==> src/rtl/brush_pkg.sv <==
// Shared types and constants for the brush stamp writer.
// BRUSH_ROUND_EN adds the disc-membership helper used by the round footprint.
package brush_pkg;

    localparam int unsigned H_PIXELS = 640;
    localparam int unsigned V_PIXELS = 360;
    localparam int unsigned ADDR_W   = 18;

    typedef logic [3:0] color_t;

    // Cursor snapshot: centre, colour and brush radius
    typedef struct packed {
        logic [9:0] x;
        logic [8:0] y;
        color_t     color;
        logic [2:0] w;
    } stamp_t;

    typedef enum logic {
        IDLE,
        SCAN
    } state_t;

`ifdef BRUSH_ROUND_EN
    // True when (px,py) lies inside the disc of radius w around (cx,cy).
    // Callers only pass pixels inside the clipped square, so |dx|,|dy| <= 7.
    function automatic logic in_disc(
        input logic [9:0] px,
        input logic [8:0] py,
        input logic [9:0] cx,
        input logic [8:0] cy,
        input logic [2:0] w
    );
        logic [2:0] dx;
        logic [2:0] dy;
        logic [5:0] dx2;
        logic [5:0] dy2;
        logic [5:0] w2;
        dx  = (px >= cx) ? 3'(px - cx) : 3'(cx - px);
        dy  = (py >= cy) ? 3'(py - cy) : 3'(cy - py);
        dx2 = {3'b000, dx} * {3'b000, dx};
        dy2 = {3'b000, dy} * {3'b000, dy};
        w2  = {3'b000, w} * {3'b000, w};
        return (7'(dx2) + 7'(dy2)) <= 7'(w2);
    endfunction
`endif

endpackage

==> src/rtl/brush_bounds.sv <==
// Clips a brush footprint to the canvas and derives the first row base address.
module brush_bounds
    import brush_pkg::*;
(
    input  logic [9:0]        i_cx,
    input  logic [8:0]        i_cy,
    input  logic [2:0]        i_w,
    output logic [9:0]        o_x0,
    output logic [9:0]        o_x1,
    output logic [8:0]        o_y0,
    output logic [8:0]        o_y1,
    output logic [ADDR_W-1:0] o_base
);

    localparam logic signed [10:0] XMAX = 11'(H_PIXELS - 1);
    localparam logic signed [10:0] YMAX = 11'(V_PIXELS - 1);

    logic signed [10:0] w_r;
    logic signed [10:0] w_xl;
    logic signed [10:0] w_xh;
    logic signed [10:0] w_yl;
    logic signed [10:0] w_yh;

    assign w_r  = $signed({8'd0, i_w});
    assign w_xl = $signed({1'b0, i_cx}) - w_r;
    assign w_xh = $signed({1'b0, i_cx}) + w_r;
    assign w_yl = $signed({2'b00, i_cy}) - w_r;
    assign w_yh = $signed({2'b00, i_cy}) + w_r;

    assign o_x0 = (w_xl < 11'sd0) ? 10'd0 : w_xl[9:0];
    assign o_x1 = (w_xh > XMAX) ? XMAX[9:0] : w_xh[9:0];
    assign o_y0 = (w_yl < 11'sd0) ? 9'd0 : w_yl[8:0];
    assign o_y1 = (w_yh > YMAX) ? YMAX[8:0] : w_yh[8:0];

    // y0 * 640 as y0*512 + y0*128
    assign o_base = (ADDR_W'(o_y0) << 9) + (ADDR_W'(o_y0) << 7);

endmodule

==> src/rtl/brush_stamp_writer.sv <==
// Per-frame brush stamp rasterizer: one frame-buffer write per covered pixel.
// Define BRUSH_ROUND_EN for a disc footprint; the default is a square.
module brush_stamp_writer
    import brush_pkg::*;
(
    input  logic              clk_in,
    input  logic              rst_in,
    input  logic              nf_in,
    input  logic              pen_down_in,
    input  logic [9:0]        cursor_loc_x,
    input  logic [8:0]        cursor_loc_y,
    input  logic [3:0]        cursor_color,
    input  logic [2:0]        stroke_width,
    output logic [ADDR_W-1:0] fb_addr_out,
    output logic [3:0]        fb_data_out,
    output logic              fb_valid_out,
    input  logic              fb_ready_in,
    output logic              busy_out,
    output logic              stamp_done_out
);

    state_t            r_state;
    stamp_t            r_pend;
    logic              r_pend_vld;
    logic [9:0]        r_x;
    logic [9:0]        r_x0;
    logic [9:0]        r_x1;
    logic [8:0]        r_y;
    logic [8:0]        r_y1;
    logic [ADDR_W-1:0] r_row_base;
`ifdef BRUSH_ROUND_EN
    logic [9:0]        r_cx;
    logic [8:0]        r_cy;
    logic [2:0]        r_w;
`endif

    stamp_t            w_live;
    stamp_t            w_src;
    logic [9:0]        w_x0;
    logic [9:0]        w_x1;
    logic [8:0]        w_y0;
    logic [8:0]        w_y1;
    logic [ADDR_W-1:0] w_base;
    logic              w_trig;
    logic              w_adv;
    logic              w_last_x;
    logic              w_last;
    logic              w_fin;
    logic              w_start;
    logic [9:0]        w_nx;
    logic [8:0]        w_ny;
    logic [ADDR_W-1:0] w_nbase;
    logic              w_in_first;
    logic              w_in_next;

    assign w_trig = nf_in && pen_down_in;
    assign w_live = '{x: cursor_loc_x, y: cursor_loc_y, color: cursor_color, w: stroke_width};
    // A fresh trigger beats an older pending snapshot
    assign w_src  = (r_pend_vld && !w_trig) ? r_pend : w_live;

    brush_bounds u_bounds (
        .i_cx   (w_src.x),
        .i_cy   (w_src.y),
        .i_w    (w_src.w),
        .o_x0   (w_x0),
        .o_x1   (w_x1),
        .o_y0   (w_y0),
        .o_y1   (w_y1),
        .o_base (w_base)
    );

    // Scan pointer step: advance when the presented pixel is taken or was skipped
    assign w_adv    = (r_state == SCAN) && (!fb_valid_out || fb_ready_in);
    assign w_last_x = (r_x == r_x1);
    assign w_last   = w_last_x && (r_y == r_y1);
    assign w_fin    = w_adv && w_last;
    assign w_start  = ((r_state == IDLE) && w_trig) || (w_fin && (w_trig || r_pend_vld));
    assign w_nx     = w_last_x ? r_x0 : r_x + 10'd1;
    assign w_ny     = w_last_x ? r_y + 9'd1 : r_y;
    assign w_nbase  = w_last_x ? r_row_base + ADDR_W'(H_PIXELS) : r_row_base;

`ifdef BRUSH_ROUND_EN
    assign w_in_first = in_disc(w_x0, w_y0, w_src.x, w_src.y, w_src.w);
    assign w_in_next  = in_disc(w_nx, w_ny, r_cx, r_cy, r_w);
`else
    assign w_in_first = 1'b1;
    assign w_in_next  = 1'b1;
`endif

    // Stamp FSM, pending slot and registered write-port outputs
    always_ff @(posedge clk_in or posedge rst_in) begin
        if (rst_in) begin
            r_state        <= IDLE;
            r_pend         <= '0;
            r_pend_vld     <= 1'b0;
            r_x            <= '0;
            r_x0           <= '0;
            r_x1           <= '0;
            r_y            <= '0;
            r_y1           <= '0;
            r_row_base     <= '0;
`ifdef BRUSH_ROUND_EN
            r_cx           <= '0;
            r_cy           <= '0;
            r_w            <= '0;
`endif
            fb_addr_out    <= '0;
            fb_data_out    <= '0;
            fb_valid_out   <= 1'b0;
            busy_out       <= 1'b0;
            stamp_done_out <= 1'b0;
        end else begin
            stamp_done_out <= w_fin;
            if ((r_state == SCAN) && w_trig) begin
                r_pend     <= w_live;
                r_pend_vld <= 1'b1;
            end
            if (w_start) begin
                r_state      <= SCAN;
                busy_out     <= 1'b1;
                r_pend_vld   <= 1'b0;
                r_x          <= w_x0;
                r_x0         <= w_x0;
                r_x1         <= w_x1;
                r_y          <= w_y0;
                r_y1         <= w_y1;
                r_row_base   <= w_base;
`ifdef BRUSH_ROUND_EN
                r_cx         <= w_src.x;
                r_cy         <= w_src.y;
                r_w          <= w_src.w;
`endif
                fb_addr_out  <= w_base + ADDR_W'(w_x0);
                fb_data_out  <= w_src.color;
                fb_valid_out <= w_in_first;
            end else if (w_fin) begin
                r_state      <= IDLE;
                busy_out     <= 1'b0;
                fb_valid_out <= 1'b0;
            end else if (w_adv) begin
                r_x          <= w_nx;
                r_y          <= w_ny;
                r_row_base   <= w_nbase;
                fb_addr_out  <= w_nbase + ADDR_W'(w_nx);
                fb_valid_out <= w_in_next;
            end
        end
    end

endmodule

==> config.mk <==
export PLATFORM = sky130hd
export DESIGN_NAME = brush_stamp_writer
export DESIGN_NICKNAME = d
export VERILOG_FILES = /design/src/rtl/brush_pkg.sv /design/src/rtl/brush_bounds.sv /design/src/rtl/brush_stamp_writer.sv
export SDC_FILE = /design/constraint.sdc
export NUM_CORES = 1
export LEC_CHECK = 0
export CORE_AREA = 5 5 152 183
export CTS_CLUSTER_DIAMETER = 30
export DETAILED_ROUTE_END_ITERATION = 16
export DIE_AREA = 0 0 157 188
export PLACE_DENSITY = 0.54
export REMOVE_ABC_BUFFERS = 1
export SETUP_SLACK_MARGIN = 0.2
export SLEW_MARGIN = 20
export SYNTH_ARGS = -nofsm -noshare
export SYNTH_HDL_FRONTEND = slang
export SYNTH_SLANG_ARGS = --single-unit
==> constraint.sdc <==
create_clock -name clk_in -period 6.8 [get_ports clk_in]
set_clock_uncertainty 0.05 [all_clocks]
set_input_delay 1.36 -clock clk_in [delete_from_list [all_inputs] [get_ports clk_in]]
set_output_delay 1.36 -clock clk_in [all_outputs]
set_load 0.005 [all_outputs]
**After elaboration in Yosys (flattened, before gate mapping)**

Index checks and enable logic that the tools add are counted.

- Word-level logic and storage cells: 81
- Input bits: 31
- Output and inout bits: 25
- Register bits after elaboration: 118

- Add/sub/neg operators: 10
- Reduce and logical (&&, ||, !) cells: 20
- $lt $le $gt $ge: 4
- Multiplexer cells: 27
- Bitwise operators: 1
- Equality and inequality tests: 3

Operator list:

| operator | number |
|---|---|
| 18-bit 2-to-1 mux | 7 |
| 10-bit 2-to-1 mux | 6 |
| 9-bit 2-to-1 mux | 6 |
| 18-bit by 10-bit adder with 18-bit output | 2 |
| 26-bit 2-to-1 mux | 1 |
| 11-bit by 1-bit less-than comparator with 1-bit output, second input constant | 2 |
| 18-bit by 10-bit adder with 18-bit output, second input constant | 1 |
| 18-bit by 16-bit adder with 18-bit output | 1 |
| 10-bit by 3-bit adder with 11-bit output | 1 |
| 11-bit by 10-bit greater-than comparator with 1-bit output, second input constant | 1 |
| 11-bit greater-than comparator, second input constant | 1 |
| 10-bit by 3-bit subtractor with 11-bit output | 1 |
| 10-bit by 1-bit adder with 10-bit output, second input constant | 1 |
| 9-bit by 3-bit adder with 10-bit output | 1 |
| 10-bit equality test | 1 |
| 9-bit by 3-bit subtractor with 10-bit output | 1 |
| 9-bit by 1-bit adder with 9-bit output, second input constant | 1 |
| 9-bit equality test | 1 |
| 1-bit logical AND | 8 |
| 2-bit nonzero test | 4 |
| 1-bit 2-to-1 mux | 7 |
| 1-bit logical OR | 3 |
| 3-bit AND reduction | 1 |
| 3-bit nonzero test | 1 |
| other kinds (4) | 5 |

**Depth between registers and ports, before layout**

Gate-level depths: netlist of the first run.

- Depth in word-level cells: 10
- Depth in mapped cells: 26
- Gate-level depth less buffers: 23

**By module**

A second synthesis of the first run with hierarchy kept.

- Cell total of the unflattened synthesis: 1,029
- Area, all modules: 8,816.0 µm²

By module, submodules not included:

| module | seq. area each (µm²) | cells an instance | area an instance (µm²) | times used |
|---|---|---|---|---|
| brush_stamp_writer | 2,952.8 | 784 | 7,106.8 | 1 |
| brush_bounds | 0.0 | 245 | 1,709.1 | 1 |

**Worst setup path after synthesis of the first run**

OpenSTA, ideal clock, no wires.

- Kind: in2reg
- Start point: in nf_in
- End point: reg fb_addr_out[16]
- Path slack: 0.516 ns
- Stages on the path: 23
- Data required time: 6.624 ns
- Data arrival time: 6.108 ns
- Library setup time: 0.126 ns
- Path buffers: 4
- Cell sequence: a21boi_1 -> buf_6 -> buf_2 -> buf_2 -> clkbuf_1 -> nand2_1 -> nand2_1 -> ha_1 -> o21ba_2 -> o21bai_1 -> a21oi_1 -> nor2_1 -> ha_1 -> inv_1 -> nor2_1 -> a32oi_1 -> o211ai_1 -> a21oi_2 -> xnor2_2 -> nor4b_2 -> nand3_1 -> xnor2_1 -> a221o_1

- Longest elaborated chain between the ends: 10
- Elaborated cells on any way between the ends: 20
- Those cells by class: add/sub (4); order compare (2); eq/ne (1); mux (4); reduce/logical (9)

RTL lines:

| item | line | source |
|---|---|---|
| start: declaration | brush_stamp_writer.sv:8 | `input logic nf_in,` |
| 1-bit logical AND * | brush_stamp_writer.sv:56 | `assign w_trig = nf_in && pen_down_in;` |
| 1-bit logical NOT | brush_stamp_writer.sv:59 | `assign w_src = (r_pend_vld && !w_trig) ? r_pend : w_live;` |
| 1-bit logical AND | brush_stamp_writer.sv:59 |  |
| 26-bit 2-to-1 mux | brush_stamp_writer.sv:59 |  |
| 9-bit by 3-bit subtractor with 10-bit output | brush_bounds.sv:27 | `assign w_yl = $signed({2'b00, i_cy}) - w_r;` |
| 11-bit by 1-bit less-than comparator with 1-bit output | brush_bounds.sv:32 | `assign o_y0 = (w_yl < 11'sd0) ? 9'd0 : w_yl[8:0];` |
| 9-bit 2-to-1 mux | brush_bounds.sv:32 |  |
| 18-bit by 16-bit adder with 18-bit output | brush_bounds.sv:36 | `assign o_base = (ADDR_W'(o_y0) << 9) + (ADDR_W'(o_y0) << 7);` |
| 18-bit by 10-bit adder with 18-bit output | brush_stamp_writer.sv:133 | `fb_addr_out <= w_base + ADDR_W'(w_x0);` |
| 18-bit 2-to-1 mux | brush_stamp_writer.sv:118 | `if (w_start) begin` |
| end signal: assignment | brush_stamp_writer.sv:133 |  |
| end signal: assignment | brush_stamp_writer.sv:144 | `fb_addr_out <= w_nbase + ADDR_W'(w_nx);` |
| end: declaration | brush_stamp_writer.sv:14 | `output logic [ADDR_W-1:0] fb_addr_out,` |

Every way passes the cells marked *; elsewhere a longest branch is shown, timed or not.
A chain may end at the register's enable or synchronous reset.

**Worst setup path after layout of the first run**

- Start point: in nf_in
- End point: reg fb_addr_out[17]

Same word-level chain as after synthesis.

==> results.py, run 1 <==
metrics = {
    "outcome": {
        "status": "completed",
    },
    "layout": {
        "n_antenna_cell": 0,
        "final_layout_size_suffix_gt1_frac": 0.0892,
        "finalNonFillerCells": 1277,
        "fin_nets": 1002,
        "syn_to_final_growth_pct": 16.5,
        "nFillCells": 2696,
    },
    "pwr": {
        "power.total_mw": 2.97,
        "cellPowerDensity_nw_per_um2": 333,
        "ir_worst_vdd_mv": 0.132,
        "p_leak_nw": 3.72,
    },
    "sta": {
        "maxSlewViolCount": 0,
        "worstMarginPinSlew_ns": 0.800,
        "fin_tns_setup_ns": 0,
        "worst_slack_ns": 0.823,
        "setup_viol": 0,
        "min_period_ns": 5.98,
        "max_slew_margin": 0.462,
        "hold_viol": 0,
        "period_share": 0.879,
        "whs_ns": 0.428,
        "rsz0062_at_grt": "no",
        "timing.fmax_mhz": 167,
    },
    "yosys": {
        "synth_cell_type_count": 68,
        "synth-seq-cells": 110,
        "synthesis.instances": 892,
        "netlist_area_um2": 7640,
        "syn_avg_cell_area_um2": 8.56,
        "synth_warnings": 0,
        "ys.flop_type": "dfrtp_1",
        "synth_top_area_cell": "dfrtp_1",
        "synth-seq-area-share": 0.360,
        "synth_enable_flop_cells": 0,
        "yosys-top-cells-area": "dfrtp_1 (36%), nand2_1 (7.2%), xnor2_1 (6.0%)",
        "async_flop_share": 1.00,
        "netlist.area_leader.share": 0.360,
    },
    "critical_path": {
        "cp-end-kind": "register",
        "start_kind": "input pin",
        "cp_common_cell": "nand2_1",
        "crit_path_max_incr_delay_ns": 0.48,
        "critPathSlowestCell": "clkdlybuf4s50_1",
        "cp_num_buf_inv": 3,
        "required_ns": 7.04,
        "path_class": "in -> reg",
        "cp.arrival_ns": 6.21,
        "cp_max_fo": 8,
        "path_cells": "clkdlybuf4s50_1, nand2_1, nand2_1, buf_4, nand2_1, nand2_1, ha_1, nor2_1, nor3_1, nand3_1, o21bai_1, xnor2_1, nor2_1, ha_1, inv_1, a211oi_1, a311oi_1, o211ai_2, a221o_1, a41oi_2, xnor2_1, nand2_1, a31oi_1",
        "path_delay_family": "simple AND/OR/NAND/NOR gates",
    },
    "clocking": {
        "ctsLongestPathBuffers": 2,
        "post_cts_resized": 0,
        "cts_tree": "built",
        "cts-buffers-inserted": 9,
        "insertion_delay_ns": 0.36,
        "cts-htree-levels": 3,
        "clkSinkCount": 110,
        "hold_buffers": 0,
        "cts_setup_buffers": 0,
        "cts_root_buf": "clkbuf_16",
        "clk_pin_slew_ns": 0.07,
    },
    "placed_design": {
        "dp_hpwl_um": 14700,
        "gp_congestion": 0.888,
        "dp.cells": 1262,
        "port_buffers": 55,
        "pre_cts_slack_ns": 0.443,
    },
    "global_route": {
        "track_usage": 0.136,
        "antenna_found_initial": 0,
        "grt_pass1_wl_um": 32800,
        "grt.overflow.total": 0,
        "grt_pass1_vias": 6288,
        "grt_max_degree": 70,
    },
    "die": {
        "die_h_um": 188,
        "core_um2": 25900,
        "die_x_um": 157,
        "dieArea_um2": 29500,
        "io-pin-count": 56,
        "num_rows": 65,
        "start_util": 0.294,
    },
    "flow_run": {
        "drv_cap": 0,
    },
    "route": {
        "wl_per_cell_um": 15.3,
        "routed_wl_um": 19600,
        "drt_iter0_markers": 377,
        "route.detailed.drc": 0,
        "vias": 6388,
        "viasPerCell": 5.00,
        "antenna_left": 0,
        "firstDrtPassIters": 5,
    },
    "hold_path": {
        "min_path_type": "reg -> reg",
    },
}
## layout make-up
class                   instances  area [µm²]  area share
inverters                      26         100      0.0112
repair buffers                 75         701      0.0787
well taps                     335         419      0.0471
multi-input cells             716        4650       0.523
clock inverters                 4        31.3     0.00351
clock buffers                  11         243      0.0273
flip-flops and latches        110        2750       0.309
## final timing paths
check | from | endpoint | slack (ns) | cells after the start
max | nf_in | fb_addr_out[17] | 0.82 | 23
min | fb_addr_out[9] | fb_addr_out[9] | 0.43 | 2
max reg2reg | r_pend_vld | fb_addr_out[17] | 1.82 | 18
min reg2reg | fb_addr_out[9] | fb_addr_out[9] | 0.43 | 2
max in group asynchronous | rst_in | r_row_base[15] | 4.07 | 3
min in group asynchronous | rst_in | fb_data_out[2] | 1.45 | 2
## state kept, by name (all words and copies together) (netlist names)
name / count
r_y: 9
r_pend: 26
stamp_done_out: 1
r_y1: 9
fb_data_out: 4
r_x1: 10
r_x: 9
r_row_base: 11
fb_addr_out: 18
r_pend_vld: 1
r_x0: 10
fb_valid_out: 1
r_state: 1
## Yosys cell counts (4+ instances only)
master and instances:
o21ai_0 60, a21o_1 8, nor2_1 75, and3_1 7, nand3_1 21, buf_2 5, nor3_1 23, a22o_1 4
o21a_1 10, o21bai_1 4, xnor2_1 52, dfrtp_1 110, o21ai_1 9, nor4_1 5, inv_1 26, and2_1 8
nor3b_1 7, a31oi_1 13, clkbuf_1 30, nand2_1 146, mux2_2 27, o22ai_1 4, mux2i_1 18, nor2b_1 4
nand4_1 8, nand2b_1 8, o211ai_1 11, ha_1 28, a21oi_1 61, o22a_1 7, xor2_1 34, fa_1 5
## per-layer routing
layer	global-route usage	up-vias	wire, µm
met5	0	-	0
li1	-	3213	-
met2	0.232	87	9590
met4	0.0374	0	286
met1	0.181	3069	9270
met3	0.0148	19	431
## cells in the final DEF, fill, tap and decap left out, types with 5 or more instances in the layout
| cell | instances |
|---|---|
| a21o_1 | 7 |
| a21oi_1 | 59 |
| a31oi_1 | 13 |
| and2_1 | 8 |
| and3_1 | 7 |
| buf_4 | 20 |
| clkbuf_16 | 9 |
| clkdlybuf4s50_1 | 55 |
| dfrtp_1 | 110 |
| fa_1 | 5 |
| ha_1 | 28 |
| inv_1 | 25 |
| mux2_2 | 27 |
| mux2i_1 | 18 |
| nand2_1 | 146 |
| nand2b_1 | 8 |
| nand3_1 | 21 |
| nand4_1 | 8 |
| nor2_1 | 75 |
| nor3_1 | 22 |
| nor3b_1 | 7 |
| nor4_1 | 5 |
| o211ai_1 | 11 |
| o21a_1 | 10 |
| o21ai_0 | 60 |
| o21ai_1 | 9 |
| o22a_1 | 7 |
| xnor2_1 | 52 |
| xor2_1 | 34 |
## stage by stage
| step | util | area [µm²] |
|---|---|---|
| after detailed placement | 0.332 | 8630 |
| after floorplan | - | 7470 |
| after global placement | 0.332 | 8630 |
| after CTS | 0.343 | 8900 |
| final | 0.343 | 8900 |
| after global routing | 0.343 | 8900 |
## power by group
part / switching (mW) / internal, mW / leakage (nW)
Combinational: 0.785 / 0.691 / 2.26
Sequential: 0.160 / 0.820 / 1.33
Clock: 0.252 / 0.259 / 0.124
## worst register-to-register path: cells and delay by family (launching register included)
family	cells	cell delay, ns
flip-flops	1	0.46
AND/OR/NAND/NOR	4	0.97
multiplexers	1	0.47
adder cells (fa/ha/maj)	1	0.35
XOR/XNOR	2	0.29
buffers and inverters	2	0.44
AO/OA/AOI/OAI	8	1.87
## cell families after synthesis
group	synth area share
xor+xnor	0.101
other cells	0.000491
buf+inv	0.0347
flops	0.360
mux	0.0726
fa+ha+maj	0.0603
simple gates	0.196
compound gates	0.175
Power figures use the tool's default switching activity.
==> inputs of run 2 (changes only) <==
--- a/config.mk
+++ b/config.mk
@@ -11,7 +11,7 @@
 export DIE_AREA = 0 0 157 188
 export PLACE_DENSITY = 0.54
 export REMOVE_ABC_BUFFERS = 1
-export SETUP_SLACK_MARGIN = 0.2
+export SETUP_SLACK_MARGIN = 0.3
 export SLEW_MARGIN = 20
 export SYNTH_ARGS = -nofsm -noshare
 export SYNTH_HDL_FRONTEND = slang
==> results of run 2 <==
Final layout, timing and power as in run 1 (identical DEF).
==> inputs of run 3 (changes only) <==
--- a/config.mk
+++ b/config.mk
@@ -5,11 +5,11 @@
 export SDC_FILE = /design/constraint.sdc
 export NUM_CORES = 1
 export LEC_CHECK = 0
-export CORE_AREA = 5 5 152 183
+export CORE_AREA = 2 2 149 180
 export CTS_CLUSTER_DIAMETER = 30
 export DETAILED_ROUTE_END_ITERATION = 16
-export DIE_AREA = 0 0 157 188
-export PLACE_DENSITY = 0.54
+export DIE_AREA = 0 0 151 182
+export PLACE_DENSITY = 0.58
 export REMOVE_ABC_BUFFERS = 1
 export SETUP_SLACK_MARGIN = 0.3
 export SLEW_MARGIN = 20
==> run 3 against run 2 <==
Compared with the run above: combinational power barely moved; first-iteration DRC count rose by 20%; die area is 6.9% lower; wire length down 1.7%; worst setup slack got worse by 0.045 ns; cell area is 0.24% higher; non-clock buffer count is 1 lower; largest cell class unchanged.
==> results.py, run 3 (same netlist as run 1, synthesis figures left out) <==
metrics = {
    "layout": {
        "nFillCells": 2782,
        "final_common_cell": "nand2_1",
        "finalCoreUtilization": 0.345,
        "final_layout_size_suffix_gt1_frac": 0.0902,
        "syn_to_final_growth_pct": 16.8,
        "final_area_um2": 8920,
        "fin_nets": 1001,
        "final_cell_mix": "nand2_1 (145), dfrtp_1 (110), nor2_1 (75)",
        "largest_reg_flops": 26,
        "reg_top3": "r_pend (26), fb_addr_out (18), r_row_base (11)",
        "registers.top_by_ff_count": "r_pend",
        "n_antenna_cell": 0,
    },
    "flow_run": {
        "drv_cap": 0,
    },
    "critical_path": {
        "required_ns": 7.04,
        "crit_end": "fb_addr_out[17]",
        "cp_max_fo": 12,
        "r2r_start": "r_pend_vld",
        "path_class": "in -> reg",
        "reg2reg_depth": 22,
        "cp-end-kind": "register",
        "start_kind": "input pin",
        "cp.arrival_ns": 6.26,
        "r2r_setup_slack_ns": 1.75,
        "critPathLaunch": "nf_in",
        "r2r_end": "fb_addr_out[17]",
    },
    "route": {
        "viasPerCell": 5.00,
        "firstDrtPassIters": 5,
        "antenna_left": 0,
        "wl_per_cell_um": 15.1,
        "vias": 6389,
        "routed_wl_um": 19200,
        "route.detailed.drc": 0,
        "drt_iter0_markers": 453,
    },
    "die": {
        "die_h_um": 182,
        "dieArea_um2": 27500,
        "start_util": 0.295,
        "io-pin-count": 56,
        "die_x_um": 151,
        "num_rows": 65,
        "core_um2": 25900,
    },
    "hold_path": {
        "worstHoldPathCells": 2,
        "min_path_type": "reg -> reg",
    },
    "outcome": {
        "status": "completed",
    },
    "placed_design": {
        "gp_congestion": 0.864,
        "dp_hpwl_um": 14300,
        "detailed_place.area_um2": 8620,
        "port_buffers": 55,
    },
    "clocking": {
        "cts-buffers-inserted": 9,
        "cts_setup_buffers": 0,
        "cts_tree": "built",
        "clk_pin_slew_ns": 0.08,
        "cts_root_buf": "clkbuf_16",
        "cts-htree-levels": 3,
        "clkSinkCount": 110,
        "insertion_delay_ns": 0.36,
        "ctsLongestPathBuffers": 2,
    },
    "global_route": {
        "grt_pass1_wl_um": 32500,
        "grt.overflow.total": 0,
        "track_usage": 0.147,
        "antenna_found_initial": 0,
        "grt_pass1_vias": 6368,
        "grt_max_degree": 70,
    },
    "sta": {
        "hold_viol": 0,
        "min_period_ns": 6.02,
        "maxSlewViolCount": 0,
        "setup_viol": 0,
        "rsz0062_at_grt": "no",
        "max_slew_margin": 0.424,
        "period_share": 0.886,
        "worstMarginPinSlew_ns": 0.857,
        "timing.fmax_mhz": 166,
    },
    "pwr": {
        "cellPowerDensity_nw_per_um2": 338,
        "ir_worst_vdd_mv": 0.133,
        "p_leak_nw": 3.73,
    },
}
-- run 3: changes by cell type in the layout (fill, tap and decap cells not counted) --
cell / previous run / this run
bufinv_16: 0 / 1
nand2_1: 146 / 145
clkbuf_8: 1 / 0
nand2_2: 0 / 1
clkinv_4: 0 / 2
clkinvlp_4: 3 / 2
buf_4: 20 / 19
-- run 3: per-layer routing --
layer  GRT usage  wire, µm  part of all wire  up-vias
met4      0.0351       235             0.012        0
met2       0.251      9400              0.49      102
met3      0.0209       551             0.029       15
met1       0.195      9050              0.47     3077
met5           0         0                 0        -
li1            -         -                 -     3195
-- run 3: critical path: stages --
cell,delay [ns]
clkdlybuf4s50_1,0.48
a21boi_4,0.32
buf_4,0.28
nand2_1,0.07
nand2_1,0.09
ha_1,0.20
fa_1,0.24
nor2_1,0.05
nor3_1,0.25
nand3_1,0.16
o21bai_1,0.21
xnor2_1,0.14
nor2_1,0.41
ha_1,0.36
inv_1,0.13
a211oi_1,0.06
a311oi_1,0.33
o211ai_2,0.20
a221o_1,0.34
a41oi_2,0.21
xnor2_1,0.14
nand2_1,0.07
a31oi_1,0.17
-- run 3: how the worst min path moves through the flow --
stage	startpoint	endpoint	slack, ns
finish	fb_addr_out[10]	fb_addr_out[10]	0.43
CTS	r_x0[6]	r_x0[6]	0.44
detailed placement	r_x0[6]	r_x0[6]	0.42
global route	fb_addr_out[11]	fb_addr_out[11]	0.46
floorplan	r_x0[6]	r_x0[6]	0.39
global placement	r_x0[6]	r_x0[6]	0.40
-- run 3: repair_timing --
action                     4_1_cts  5_1_grt
hold buffers                     0        0
resized for setup                0        1
hold endpoints to repair         0        0
setup endpoints to repair        0        1
-- run 3: cell type report --
type | count | area, µm² | area share
multi-input combinational | 716 | 4660 | 0.522
sequential | 110 | 2750 | 0.309
timing repair buffer | 74 | 693 | 0.0777
tap | 335 | 419 | 0.0470
clock buffer | 10 | 229 | 0.0257
inverter | 26 | 100 | 0.0112
clock inverter | 6 | 71.3 | 0.00799
-- run 3: stage by stage --
| stage | TNS, ns | hold WS (ns) | power (mW) | std cells | setup slack [ns] |
|---|---|---|---|---|---|
| CTS | 0 | 0.435 | 3.04 | 1277 | 0.759 |
| floorplan | -2.26 | 0.392 | 2.04 | 852 | -0.496 |
| global route | 0 | 0.456 | 3.27 | 1277 | 0.394 |
| global placement | 0 | 0.404 | 2.45 | 1261 | 0.511 |
| finish | 0 | 0.429 | 3.01 | 1277 | 0.778 |
| detailed placement | 0 | 0.417 | 2.47 | 1261 | 0.390 |
-- run 3: report_power, final --
group          total, mW  leakage (nW)  internal [mW]  switching [mW]
sequential         0.984          1.33          0.820           0.164
clock              0.551         0.139          0.289           0.262
combinational       1.48          2.26          0.690           0.789
total               3.01          3.73           1.80            1.21
